`src/rtl/mem_bus_pkg.sv`:
```
// Shared types and constant helpers for the memory pin-bus serializer.
package mem_bus_pkg;

  typedef enum logic [2:0] {
    IDLE = 3'd0,
    HDR  = 3'd1,
    WR   = 3'd2,
    WAIT = 3'd3,
    RD   = 3'd4,
    RSP  = 3'd5
  } state_t;

  // Number of den-wide beats needed to carry num bits.
  function automatic int unsigned ceil_div(input int unsigned num, input int unsigned den);
    return (num + den - 1) / den;
  endfunction

endpackage

```
`src/rtl/mem_bus_serializer_if.sv`:
```
// CPU request/response and external pin-bus signals of the serializer.
// Parity pins exist only when MEM_BUS_PARITY_EN is defined.
interface mem_bus_serializer_if #(
  parameter int unsigned ADDR_W = 15,
  parameter int unsigned DATA_W = 8,
  parameter int unsigned PIN_W  = 8
);

  logic              req_valid;
  logic              req_ready;
  logic              req_write;
  logic [ADDR_W-1:0] req_addr;
  logic [DATA_W-1:0] req_wdata;
  logic              rsp_valid;
  logic [DATA_W-1:0] rsp_rdata;
  logic [PIN_W-1:0]  pin_out;
  logic              pin_oe;
  logic              pin_frame;
  logic [PIN_W-1:0]  pin_in;
`ifdef MEM_BUS_PARITY_EN
  logic              pin_par_out;
  logic              pin_par_in;
  logic              rsp_err;
`endif

  // Environment side: CPU plus the external memory device.
  modport master (
    output req_valid, req_write, req_addr, req_wdata, pin_in,
`ifdef MEM_BUS_PARITY_EN
    output pin_par_in,
    input  pin_par_out, rsp_err,
`endif
    input  req_ready, rsp_valid, rsp_rdata, pin_out, pin_oe, pin_frame
  );

  modport slave (
    input  req_valid, req_write, req_addr, req_wdata, pin_in,
`ifdef MEM_BUS_PARITY_EN
    input  pin_par_in,
    output pin_par_out, rsp_err,
`endif
    output req_ready, rsp_valid, rsp_rdata, pin_out, pin_oe, pin_frame
  );

endinterface

```
`src/rtl/mem_bus_shift_reg.sv`:
```
// Parallel-load shift register moving BEAT_W-bit beats toward the MSB end.
module mem_bus_shift_reg #(
  parameter int unsigned BEAT_W = 8,
  parameter int unsigned NBEATS = 2
) (
  input  logic                     clk,
  input  logic                     reset,
  input  logic                     load,
  input  logic [BEAT_W*NBEATS-1:0] load_val,
  input  logic                     shift,
  input  logic [BEAT_W-1:0]        shift_in,
  output logic [BEAT_W*NBEATS-1:0] q
);

  localparam int unsigned W = BEAT_W * NBEATS;

  // Load has priority over shift.
  always_ff @(posedge clk) begin
    if (reset) begin
      q <= '0;
    end else if (load) begin
      q <= load_val;
    end else if (shift) begin
      q <= W'({q, shift_in});
    end
  end

endmodule

```
`src/rtl/mem_bus_serializer.sv`:
```
// Serializes CPU read/write requests onto a narrow pin bus: header, write data
// or wait + read data. Optional parity pins enabled by MEM_BUS_PARITY_EN.
module mem_bus_serializer
  import mem_bus_pkg::*;
#(
  parameter int unsigned ADDR_W      = 15,
  parameter int unsigned DATA_W      = 8,
  parameter int unsigned PIN_W       = 8,
  parameter int unsigned WAIT_CYCLES = 2
) (
  input logic                clk,
  input logic                reset,
  mem_bus_serializer_if.slave bus
);

  localparam int unsigned NA        = ceil_div(ADDR_W + 1, PIN_W);
  localparam int unsigned ND        = ceil_div(DATA_W, PIN_W);
  localparam int unsigned NB        = (NA > ND) ? NA : ND;
  localparam int unsigned SR_W      = NB * PIN_W;
  localparam int unsigned HDR_W     = NA * PIN_W;
  localparam int unsigned DAT_W     = ND * PIN_W;
  localparam int unsigned CNT_W     = 6;
  localparam int unsigned WAIT_LAST = (WAIT_CYCLES == 0) ? 0 : WAIT_CYCLES - 1;

  state_t            state_q, state_d;
  logic [CNT_W-1:0]  cnt_q, cnt_d;
  logic              wr_q, wr_d;
  logic [DATA_W-1:0] wdata_q, wdata_d;
  logic [DATA_W-1:0] rdata_q, rdata_d;
  logic [PIN_W-1:0]  pin_out_q, pin_out_d;
  logic              pin_oe_q, pin_oe_d;
  logic              pin_frame_q, pin_frame_d;
  logic              req_ready_q, req_ready_d;
  logic              rsp_valid_q, rsp_valid_d;

  logic              sr_load, sr_shift;
  logic [SR_W-1:0]   sr_load_val, sr_q;
  logic [SR_W-1:0]   hdr_aligned, dat_aligned;
  logic [PIN_W-1:0]  sr_top;

`ifdef MEM_BUS_PARITY_EN
  logic err_acc_q, err_acc_d;
  logic rsp_err_q, rsp_err_d;
  logic par_out_q;
  logic beat_err;
`endif

  mem_bus_shift_reg #(
    .BEAT_W (PIN_W),
    .NBEATS (NB)
  ) u_shift (
    .clk      (clk),
    .reset    (reset),
    .load     (sr_load),
    .load_val (sr_load_val),
    .shift    (sr_shift),
    .shift_in (bus.pin_in),
    .q        (sr_q)
  );

  // Header and write data are left-aligned so the first beat sits at the top.
  assign hdr_aligned = SR_W'({bus.req_write, bus.req_addr}) << (SR_W - HDR_W);
  assign dat_aligned = SR_W'(wdata_q) << (SR_W - DAT_W);
  assign sr_top      = sr_q[SR_W-1 -: PIN_W];

`ifdef MEM_BUS_PARITY_EN
  assign beat_err = (^bus.pin_in) ^ bus.pin_par_in;
`endif

  // Next state and next registered outputs; pin_out_d is the beat for the next cycle.
  always_comb begin
    state_d     = state_q;
    cnt_d       = cnt_q;
    wr_d        = wr_q;
    wdata_d     = wdata_q;
    rdata_d     = rdata_q;
    pin_out_d   = '0;
    pin_oe_d    = 1'b0;
    pin_frame_d = 1'b0;
    rsp_valid_d = 1'b0;
    sr_load     = 1'b0;
    sr_shift    = 1'b0;
    sr_load_val = hdr_aligned << PIN_W;
`ifdef MEM_BUS_PARITY_EN
    err_acc_d   = err_acc_q;
    rsp_err_d   = 1'b0;
`endif

    unique case (state_q)
      IDLE: begin
        if (bus.req_valid) begin
          state_d     = HDR;
          cnt_d       = '0;
          wr_d        = bus.req_write;
          wdata_d     = bus.req_wdata;
          sr_load     = 1'b1;
          sr_load_val = hdr_aligned << PIN_W;
          pin_out_d   = hdr_aligned[SR_W-1 -: PIN_W];
          pin_oe_d    = 1'b1;
          pin_frame_d = 1'b1;
`ifdef MEM_BUS_PARITY_EN
          err_acc_d   = 1'b0;
`endif
        end
      end
      HDR: begin
        if (cnt_q == CNT_W'(NA - 1)) begin
          cnt_d = '0;
          if (wr_q) begin
            state_d     = WR;
            sr_load     = 1'b1;
            sr_load_val = dat_aligned << PIN_W;
            pin_out_d   = dat_aligned[SR_W-1 -: PIN_W];
            pin_oe_d    = 1'b1;
          end else if (WAIT_CYCLES == 0) begin
            state_d = RD;
          end else begin
            state_d = WAIT;
          end
        end else begin
          cnt_d     = cnt_q + CNT_W'(1);
          sr_shift  = 1'b1;
          pin_out_d = sr_top;
          pin_oe_d  = 1'b1;
        end
      end
      WR: begin
        if (cnt_q == CNT_W'(ND - 1)) begin
          state_d = IDLE;
          cnt_d   = '0;
        end else begin
          cnt_d     = cnt_q + CNT_W'(1);
          sr_shift  = 1'b1;
          pin_out_d = sr_top;
          pin_oe_d  = 1'b1;
        end
      end
      WAIT: begin
        if (cnt_q == CNT_W'(WAIT_LAST)) begin
          state_d = RD;
          cnt_d   = '0;
        end else begin
          cnt_d = cnt_q + CNT_W'(1);
        end
      end
      RD: begin
        sr_shift = 1'b1;
`ifdef MEM_BUS_PARITY_EN
        err_acc_d = err_acc_q | beat_err;
`endif
        if (cnt_q == CNT_W'(ND - 1)) begin
          state_d     = RSP;
          cnt_d       = '0;
          rsp_valid_d = 1'b1;
          rdata_d     = DATA_W'({sr_q, bus.pin_in});
`ifdef MEM_BUS_PARITY_EN
          rsp_err_d   = err_acc_q | beat_err;
`endif
        end else begin
          cnt_d = cnt_q + CNT_W'(1);
        end
      end
      RSP: begin
        state_d = IDLE;
      end
      default: begin
        state_d = IDLE;
        cnt_d   = '0;
      end
    endcase

    req_ready_d = (state_d == IDLE);
  end

  always_ff @(posedge clk) begin
    if (reset) begin
      state_q     <= IDLE;
      cnt_q       <= '0;
      wr_q        <= 1'b0;
      wdata_q     <= '0;
      rdata_q     <= '0;
      pin_out_q   <= '0;
      pin_oe_q    <= 1'b0;
      pin_frame_q <= 1'b0;
      req_ready_q <= 1'b1;
      rsp_valid_q <= 1'b0;
`ifdef MEM_BUS_PARITY_EN
      err_acc_q   <= 1'b0;
      rsp_err_q   <= 1'b0;
      par_out_q   <= 1'b0;
`endif
    end else begin
      state_q     <= state_d;
      cnt_q       <= cnt_d;
      wr_q        <= wr_d;
      wdata_q     <= wdata_d;
      rdata_q     <= rdata_d;
      pin_out_q   <= pin_out_d;
      pin_oe_q    <= pin_oe_d;
      pin_frame_q <= pin_frame_d;
      req_ready_q <= req_ready_d;
      rsp_valid_q <= rsp_valid_d;
`ifdef MEM_BUS_PARITY_EN
      err_acc_q   <= err_acc_d;
      rsp_err_q   <= rsp_err_d;
      par_out_q   <= pin_oe_d & (^pin_out_d);
`endif
    end
  end

  assign bus.req_ready = req_ready_q;
  assign bus.rsp_valid = rsp_valid_q;
  assign bus.rsp_rdata = rdata_q;
  assign bus.pin_out   = pin_out_q;
  assign bus.pin_oe    = pin_oe_q;
  assign bus.pin_frame = pin_frame_q;
`ifdef MEM_BUS_PARITY_EN
  assign bus.pin_par_out = par_out_q;
  assign bus.rsp_err     = rsp_err_q;
`endif

endmodule
```
`src/flat_wrapper.sv`:
```
// flat-port wrapper written by rule: the top's interface ports become plain ports
module mem_bus_serializer_flat import mem_bus_pkg::*;
#(
  parameter int unsigned ADDR_W      = 15,
  parameter int unsigned DATA_W      = 8,
  parameter int unsigned PIN_W       = 8,
  parameter int unsigned WAIT_CYCLES = 2
)
  (clk, reset, bus_req_valid, bus_req_write, bus_req_addr, bus_req_wdata, bus_pin_in, bus_req_ready, bus_rsp_valid, bus_rsp_rdata, bus_pin_out, bus_pin_oe, bus_pin_frame);
  mem_bus_serializer_if #(.ADDR_W(ADDR_W), .DATA_W(DATA_W), .PIN_W(PIN_W)) bus_i ();
  input logic clk;
  input logic reset;
  input wire logic [$bits(bus_i.req_valid)-1:0] bus_req_valid;
  input wire logic [$bits(bus_i.req_write)-1:0] bus_req_write;
  input wire logic [$bits(bus_i.req_addr)-1:0] bus_req_addr;
  input wire logic [$bits(bus_i.req_wdata)-1:0] bus_req_wdata;
  input wire logic [$bits(bus_i.pin_in)-1:0] bus_pin_in;
  output wire logic [$bits(bus_i.req_ready)-1:0] bus_req_ready;
  output wire logic [$bits(bus_i.rsp_valid)-1:0] bus_rsp_valid;
  output wire logic [$bits(bus_i.rsp_rdata)-1:0] bus_rsp_rdata;
  output wire logic [$bits(bus_i.pin_out)-1:0] bus_pin_out;
  output wire logic [$bits(bus_i.pin_oe)-1:0] bus_pin_oe;
  output wire logic [$bits(bus_i.pin_frame)-1:0] bus_pin_frame;
  assign bus_i.req_valid = bus_req_valid;
  assign bus_i.req_write = bus_req_write;
  assign bus_i.req_addr = bus_req_addr;
  assign bus_i.req_wdata = bus_req_wdata;
  assign bus_i.pin_in = bus_pin_in;
  assign bus_req_ready = bus_i.req_ready;
  assign bus_rsp_valid = bus_i.rsp_valid;
  assign bus_rsp_rdata = bus_i.rsp_rdata;
  assign bus_pin_out = bus_i.pin_out;
  assign bus_pin_oe = bus_i.pin_oe;
  assign bus_pin_frame = bus_i.pin_frame;
  mem_bus_serializer #(.ADDR_W(ADDR_W), .DATA_W(DATA_W), .PIN_W(PIN_W), .WAIT_CYCLES(WAIT_CYCLES)) u_core (.clk(clk), .reset(reset), .bus(bus_i));
endmodule
```
`config.mk`:
```
export PLATFORM = sky130hd
export DESIGN_NAME = mem_bus_serializer_flat
export DESIGN_NICKNAME = d
export VERILOG_FILES = /design/src/rtl/mem_bus_pkg.sv /design/src/rtl/mem_bus_serializer_if.sv /design/src/rtl/mem_bus_shift_reg.sv /design/src/rtl/mem_bus_serializer.sv /design/src/flat_wrapper.sv
export SDC_FILE = /design/constraint.sdc
export NUM_CORES = 1
export LEC_CHECK = 0
export CAP_MARGIN = 25
export CORE_MARGIN = 4
export CORE_UTILIZATION = 42
export CTS_CLUSTER_DIAMETER = 80
export DETAILED_ROUTE_END_ITERATION = 7
export MAX_ROUTING_LAYER = met4
export PLACE_DENSITY = 0.69
export SLEW_MARGIN = 5
export SYNTH_ARGS = -nofsm -noshare
export SYNTH_HDL_FRONTEND = slang
export SYNTH_SLANG_ARGS = --single-unit
export TNS_END_PERCENT = 50
```
`constraint.sdc`:
```
create_clock -name clk -period 2.7 [get_ports clk]
set_input_delay 0.54 -clock clk [delete_from_list [all_inputs] [get_ports clk]]
set_output_delay 0.54 -clock clk [all_outputs]
set_load 0.01 [all_outputs]
```
# Yosys cells after proc, flatten, opt, wreduce, memory -nomap -nowiden
# Cells that the tools add are included.
# W data, S select, Z words.
word_totals:
  ff_bits: 54
  input_bits: 35
  output_inout_bits: 20
  wordCells: 64
classes:
  addsub: 1
  eq_ne: 7
  mux: 31
  n_bitwise: 3
  n_reduce_logical: 11
op_table:
  columns: ["op", "count"]
  rows:
  - ["$mux W16", 5]
  - ["$mux W8", 4]
  - ["$pmux W6 S4", 1]
  - ["$pmux W8 S3", 1]
  - ["$mux W6", 3]
  - ["$mux W3", 5]
  - ["$pmux W3 S5", 1]
  - ["$mux W1", 8]
  - ["$reduce_or A2 Y1", 4]
  - ["$add A6 B1 Y6 const B", 1]
  - ["$eq A3 B2 Y1 const B", 2]
  - ["$eq A3 B3 Y1 const B", 2]
  - ["$eq A6 B1 Y1 const B", 1]
  - ["$logic_not A3 Y1", 2]
  - ["$logic_not A6 Y1", 1]
  - ["$pmux W1 S3", 2]
  - ["$reduce_and A2 Y1", 3]
  - ["$eq A3 B1 Y1 const B", 1]
  - ["$not A1 Y1", 3]
  - ["$ne A2 B2 Y1 const B", 1]
  - ["$pmux W1 S2", 1]
  - ["$reduce_bool A2 Y1", 1]

# Logic depth before layout (Yosys ltp)
# Gate-level depths: netlist of run 1.
logic_depth:
  ltp_word: 5
  depth_mapped: 8
  mapped_depth_nobuf: 7

# Hierarchy
# From an unflattened synthesis of run 1, not the netlist that was laid out.
unflattened:
  hier_cells: 266
  hier_area_um2: 2572.5
modules_own_cells:
  columns: ["module", "instances", "cells_per_inst", "area_per_inst_um2", "seq_area_each_um2"]
  rows:
  - ["mem_bus_serializer", 1, 195, 1766.7, 760.7]
  - ["mem_bus_shift_reg", 1, 71, 805.8, 320.3]

# Least setup slack after synthesis of run 1
# No wires, ideal clock.
synth_timing:
  path_type: "register to register"
  startpoint: "reg u_core.cnt_q[5]"
  endpoint: "reg u_core.u_shift.q[13]"
  setup_ps: 71
  arrival_ps: 1780
  required_time_ps: 2629
  path_slack_ps: 850
  stages_incl_launch_ff: 7
  path_buffers: 1
  synth_period_minus_slack_ps: 1850
  cell_sequence: "dfxtp_1 > or4_4 > nor2_4 > a41oi_4 > buf_6 > a221o_1 > a21oi_1"
synth_via:
  elab_chain_len: 4
  word_cells_on_any_way: 11
  cone_classes: "eq/ne (1); mux (8); reduce/logical (2)"
synth_rtl:
  columns: ["item", "line", "text"]
  rows:
  - ["start: declaration", "mem_bus_serializer.sv:26", "logic [CNT_W-1:0] cnt_q, cnt_d;"]
  - ["start signal: assignment", "mem_bus_serializer.sv:194", "cnt_q <= cnt_d;"]
  - ["$eq A6 B1 Y1 / $logic_not A6 Y1 (equally long branches)", "mem_bus_serializer.sv:107, mem_bus_serializer.sv:128", null]
  - ["$mux W1, or another cell as far along", "mem_bus_serializer.sv:107", "if (cnt_q == CNT_W'(NA - 1)) begin"]
  - ["$pmux W1 S3, or another cell as far along", "mem_bus_serializer.sv:89", "unique case (state_q)"]
  - ["$reduce_bool A2 Y1 (no line) / $mux W16 (equally long branches)", null, null]
  - ["end signal: assignment", "mem_bus_shift_reg.sv:22", "q <= load_val;"]
  - ["end signal: assignment", "mem_bus_shift_reg.sv:24", "q <= W'({q, shift_in});"]
  - ["end: declaration", "mem_bus_shift_reg.sv:12", "output logic [BEAT_W*NBEATS-1:0] q"]
# Several ways; a longest one is shown, not always the timed one.
# A chain may end at the register's enable or synchronous reset.

# Worst setup path after layout of run 1
layout_timing:
  startpoint: "reg u_core.state_q[0]"
  endpoint: "reg u_core.u_shift.q[10]"
layout_via:
  elab_chain_len: 3
  word_cells_on_any_way: 9
  cone_classes: "eq/ne (3); mux (4); reduce/logical (2)"
layout_rtl:
  columns: ["item", "line", "text"]
  rows:
  - ["start: declaration", "mem_bus_serializer.sv:25", "state_t state_q, state_d;"]
  - ["start signal: assignment", "mem_bus_serializer.sv:193", "state_q <= state_d;"]
  - ["$eq A3 B3 Y1, or another cell as far along", "mem_bus_serializer.sv:89", null]
  - ["$pmux W1 S3, or another cell as far along", "mem_bus_serializer.sv:89", null]
  - ["$reduce_bool A2 Y1 (no line) / $mux W16 (equally long branches)", null, null]
# Several ways; a longest one is shown, not always the timed one.

==> run summary, run 1 <==
Outcome - completed
Starting Density - 43.7%
CTS tree - built
Area of the die - 7090 um2
Synthesized instance count - 276
CORE AREA - 5570 um2
Proportion of layout cells with a drive suffix above 1 - 9.09%
Vias in the first global route - 2074
Post-CTS sizing - 0
RSZ-0062 raised after global routing - false
Hold_sp - u_core.wdata_q[0]$_SDFFE_PP0P_
CTS H-tree depth - 2
VDD IR max - 249 uV
Crit Path Max Fanout - 16
Slew headroom - 53.8%
Total Wirelength - 5560 um
Routed len/inst - 13.8 um
Sequential cell area - 1080 um2
Final Net Count - 367
Layout area overhead - 29.7%
DRC violations left - 0
Vert. Die Dim - 84.2 um
Cell accounting for the most synthesized area - dfxtp_1
Final hold vios - 0
Launch point of the worst reg-to-reg path - u_core.state_q[0]$_SDFF_PP0_
Post-CTS Setup Bufs - 0
Share of the synthesized area in the top cell type - 44.4%
CP startpoint - u_core.state_q[0]$_SDFF_PP0_
CP Class - reg2reg
Initial antenna violation count - 0
GPL Wtd Cong - 0.809
Largest net degree at the start of global routing - 31
Total of fill cells in the finished design - 504
Ports - 55
First-pass GRT wire length - 9590 um
Cell Chain, Critical Path - inv_1 > nor2_1 > a41oi_4 > a221o_1 > a21oi_1
Distinct cell type count after synthesis - 43
Ranking of synthesized cells by area - dfxtp_1, mux2i_1, nand2_1
# rows - 27
Count of final max-slew check failures - 0
Critical Path Slowest Stage Cell - dfxtp_1
Lkg Pwr - 1.24 nW
GRT Resource Usage Total - 16.7%
Final setup fails - 0
Min-Delay Path Class - reg2reg
Synthesis-stage register bit count - 54
WP data required - 2.94 ns
Drt first-iter violations - 158
Max Clock Skew - 0.00985 ns
Final ANT Viol Nets - 0
Critical path startpoint category - flop
Syn Nets - 314
CP peak stage delay - 0.60 ns
Crit share post-route - 78.6%
Clock buffer depth - 2
Grt ovf - 0
Vias after detailed routing - 2073
Post-synth top cells - dfxtp_1, nand2_1, nor2_1
Register area share after synthesis - 44.4%
Worst-skew pair later-pin latency - 0.31 ns
Final min period - 2.12 ns
Mapped Avg Cell Area - 8.83 um2
Max-cap violations - 0
Worst EP arrival - 2.36 ns
Synth Warn # - 0
Num CTS Buffers - 5
Setup TNS - 0 ns
Area of the multi-input gates - 1260 um2
Pwr Density - 513 nW/um2
Num Clock Sinks - 54
Crit. End Element - flop
Vias per Instance - 5.16
Hold WS - 0.459 ns
Hold Buf Count CTS - 0
EDFF count, synth - 0
Most frequent cell after synthesis - dfxtp_1
DP HPWL - 3960 um
Root buffer cell - clkbuf_8
Initial DRT Pass Iterations - 4
Netlist Area Pre-Place - 2440 um2
Most used DFF post-synth - dfxtp_1
Antenna Cells - 0
Synth async-reset ratio - 0%
I/O Buffers - 54
FMAX - 471 MHz
Actual slew at the worst max-slew pin - 0.689 ns
Die Width - 84.2 um
CTS clk-pin slew, worst paths - 0.09 ns
## logic make-up after synthesis
group / share of synthesized area (%)
and+or+nand+nor: 21.0
AOI/OAI and AO/OA: 19.8
DFF: 44.4
buffers and inverters: 4.11
muxes: 6.98
xor gates and xnor gates: 2.16
adders and majority gates: 1.54
## where the power goes
part	internal (mW)	switching (mW)
sequential	0.836	0.0247
clock	0.212	0.267
combinational	0.144	0.139
## registers in the layout, summed over array words and instances, names as in the netlist, 3 cells and up
name	flops
u_core.bus.rsp_rdata	8
u_core.u_shift.q	16
u_core.bus.pin_out	8
u_core.cnt_q	6
u_core.state_q	3
u_core.wdata_q	8
## critical path: cells and delay by family (launching register included)
kind | cells | cell delay (ns)
AO/OA/AOI/OAI | 3 | 0.88
buffers and inverters | 1 | 0.16
flip-flops | 1 | 0.60
AND/OR/NAND/NOR | 1 | 0.41
## per-stage QoR
stage	cells	utilization (%)	setup slack, ns	total power, mW	cell area, um2
after floorplan	276	-	0.850	1.04	2440
after global placement	394	54.9	0.352	1.16	3060
after detailed placement	394	54.9	0.301	1.16	3060
after CTS	402	56.7	0.578	1.64	3160
after global routing	402	56.7	0.403	1.71	3160
final	402	56.7	0.578	1.62	3160
## metal layers
| layer | track usage (%) | vias to the layer above | routed length (um) |
|---|---|---|---|
| met3 | 4.42 | 2 | 243 |
| met2 | 24.5 | 43 | 2510 |
| met5 | - | - | 0 |
| li1 | - | 1069 | - |
| met4 | 3.80 | 0 | 44 |
| met1 | 23.1 | 959 | 2760 |
## cell usage in the layout, fill, tap and decap left out, types with 2 or more instances in the layout
master,netlist,final
o2bb2ai_1,7,7
nand3_1,10,10
buf_4,0,10
a21oi_1,27,27
xor2_1,3,3
ha_1,3,3
a22oi_1,7,7
nand2_1,42,42
a21o_1,2,2
nor4_2,2,2
nor2_1,36,36
mux2i_1,17,17
clkdlybuf4s50_1,0,54
dfxtp_1,54,54
nand2b_1,4,4
xnor2_1,3,3
nor3_1,2,2
clkbuf_8,0,6
o21ai_0,4,4
a221o_1,8,8
nor3_2,2,2
inv_1,5,5
## path summary, 6_finish.rpt
check	end	slack, ns	depth (start not counted)
worst max register to register	u_core.u_shift.q[10]$_SDFFE_PP0P_	0.58	5
worst min-delay path	u_core.wdata_q[0]$_SDFFE_PP0P_	0.46	2
worst max-delay path	u_core.u_shift.q[10]$_SDFFE_PP0P_	0.58	5
worst min register to register	u_core.wdata_q[0]$_SDFFE_PP0P_	0.46	2
## final cells by class
cell class              instances  area share [%]
clock buffers                   6            2.61
clock inverters                 2           0.515
inverters                       5           0.594
multi-input cells             199            39.7
flip-flops and latches         54            34.2
well taps                      72            2.85
repair buffers                 64            19.5
No activity file was read; power rests on OpenSTA's default activity.
==> inputs of run 2 (changes only) <==
- PLACE_DENSITY: 0.69 -> 0.71
- clock period: 2.7 -> 1.9 ns (I/O delays scaled with it)
==> run summary, run 2 (synthesized netlist as in run 1, its figures left out) <==
Vias after detailed routing - 2324
Area of the multi-input gates - 1320 um2
Final min period - 1.87 ns
DP HPWL - 4560 um
Outcome - completed
CTS H-tree depth - 2
Max Clock Skew - 0.0103 ns
Worst slack at placement - -0.281 ns
Drt first-iter violations - 133
Setup TNS - 0 ns
Power share of the clock group - 32.3%
DRC violations left - 0
Final Net Count - 400
CP top delay family - simple AND/OR/NAND/NOR gates
Int Pwr - 1.89 mW
Largest reg by FF count - u_core.u_shift.q
Total Wirelength - 6450 um
Worst path depth - 5
Starting Density - 43.7%
Final setup fails - 0
CP startpoint - u_core.cnt_q[5]$_SDFFE_PP0P_
Hold WS - 0.459 ns
Commonest non-fill, non-tap cells in the layout - clkdlybuf4s50_1, dfxtp_1, nand2_1, buf_4, nor2_1
CTS clk-pin slew, worst paths - 0.10 ns
GRT Resource Usage Total - 18.2%
Sequential cell area - 1080 um2
Crit share post-route - 98.5%
CP peak stage delay - 0.57 ns
Crit path capture - u_core.u_shift.q[11]$_SDFFE_PP0P_
Setup WS post-layout - 0.0291 ns
Vias in the first global route - 2183
Commonest non-fill, non-tap cell in the layout - clkdlybuf4s50_1
Slew headroom - 74.5%
Pwr Density - 725 nW/um2
Psw - 658 uW
Num Clock Sinks - 54
R2R depth - 5
Final ANT Viol Nets - 0
CORE AREA - 5570 um2
Final hold vios - 0
Layout area overhead - 44.3%
Grt ovf - 0
Setup slack, reg-to-reg - 0.03 ns
# rows - 27
CP Class - reg2reg
Routed len/inst - 14.8 um
Worst R2R End - u_core.u_shift.q[11]$_SDFFE_PP0P_
Proportion of layout cells with a drive suffix above 1 - 19.8%
Crit. End Element - flop
Critical path startpoint category - flop
Crit Path Max Fanout - 5
Clock buffer depth - 2
Actual slew at the worst max-slew pin - 0.380 ns
Num CTS Buffers - 5
Initial antenna violation count - 0
Initial DRT Pass Iterations - 4
Vias per Instance - 5.34
Max FFs per register - 16
Cell Chain, Critical Path - or4_4 > nor2_4 > a41oi_4 > a221o_1 > a21oi_2
FMAX - 535 MHz
Antenna Cells - 0
Ports - 55
Largest net degree at the start of global routing - 25
Gate power share - 19.9%
GPL Wtd Cong - 0.847
RSZ-0062 raised after global routing - true
Total of fill cells in the finished design - 477
WP data required - 2.16 ns
Min-Delay Path Class - reg2reg
I/O Buffers - 54
Worst Path Buf+Inv - 0
Vert. Die Dim - 84.2 um
Worst EP arrival - 2.13 ns
CTS tree - built
Max-cap violations - 0
First-pass GRT wire length - 10300 um
Die Width - 84.2 um
Launch point of the worst reg-to-reg path - u_core.cnt_q[5]$_SDFFE_PP0P_
Worst-skew pair later-pin latency - 0.31 ns
Lkg Pwr - 1.44 nW
VDD IR max - 367 uV
Count of final max-slew check failures - 0
Root buffer cell - clkbuf_8
Sequential cell fraction of total power - 47.8%
Switching part of the total - 25.8%
Area of the die - 7090 um2
Critical Path Slowest Stage Cell - or4_4
[run 2: how the worst min path moves through the flow]
stage	startpoint	end	slack, ns	depth (start not counted)
2_1_floorplan	u_core.u_shift.q[15]$_SDFFE_PP0P_	u_core.bus.pin_out[7]$_SDFF_PP0_	0.43	1
3_3_place_gp	u_core.wdata_q[3]$_SDFFE_PP0P_	u_core.wdata_q[3]$_SDFFE_PP0P_	0.44	2
3_5_place_dp	u_core.wdata_q[3]$_SDFFE_PP0P_	u_core.wdata_q[3]$_SDFFE_PP0P_	0.45	2
4_1_cts	u_core.wdata_q[3]$_SDFFE_PP0P_	u_core.wdata_q[3]$_SDFFE_PP0P_	0.46	2
5_1_grt	u_core.u_shift.q[8]$_SDFFE_PP0P_	u_core.bus.pin_out[0]$_SDFF_PP0_	0.48	1
6_report	u_core.wdata_q[3]$_SDFFE_PP0P_	u_core.wdata_q[3]$_SDFFE_PP0P_	0.46	2
[run 2: area by class of cell]
class / instances / share of cell area, %
clock buffers: 6 / 2.35
repair buffers: 96 / 25.2
well taps: 72 / 2.56
multi-input cells: 200 / 37.5
inverters: 5 / 0.534
clock inverters: 2 / 1.10
flip-flops and latches: 54 / 30.8
[run 2: power by group through the flow]
stage,Sequential [mW],Combinational [mW],Clock (mW)
after floorplan,1.24,0.236,0
after global placement,1.24,0.466,0
after detailed placement,1.24,0.473,0
after CTS,1.22,0.477,0.840
after global routing,1.23,0.549,0.885
final,1.22,0.508,0.823
[run 2: timing repair]
| action | CTS | global route |
|---|---|---|
| setup endpoints to repair | 0 | 18 |
| gates resized for setup | 0 | 14 |
| hold buffers | 0 | 0 |
| buffers inserted | 0 | 2 |
[run 2: layer usage]
metal  share of wire (%)  vias to the layer above  GRT usage [%]
met2                  48                       68           28.8
met3                 4.8                        9           3.14
li1                    -                     1148              -
met4                 1.5                        0           4.82
met1                  45                     1099           24.1
met5                   0                        -              -
[run 2: metrics by stage]
stage | total power, mW | std cells | util, % | cell area [um2]
after global placement | 1.71 | 423 | 59.3 | 3300
after floorplan | 1.48 | 276 | - | 2440
after CTS | 2.54 | 431 | 61.5 | 3430
after global routing | 2.66 | 435 | 63.1 | 3520
after detailed placement | 1.72 | 423 | 59.3 | 3300
final | 2.55 | 435 | 63.1 | 3520
[run 2: worst min-delay path: stages, from the launching register on]
cell and delay, ns:
dfxtp_1 0.32, nand2_1 0.05, a21oi_1 0.05
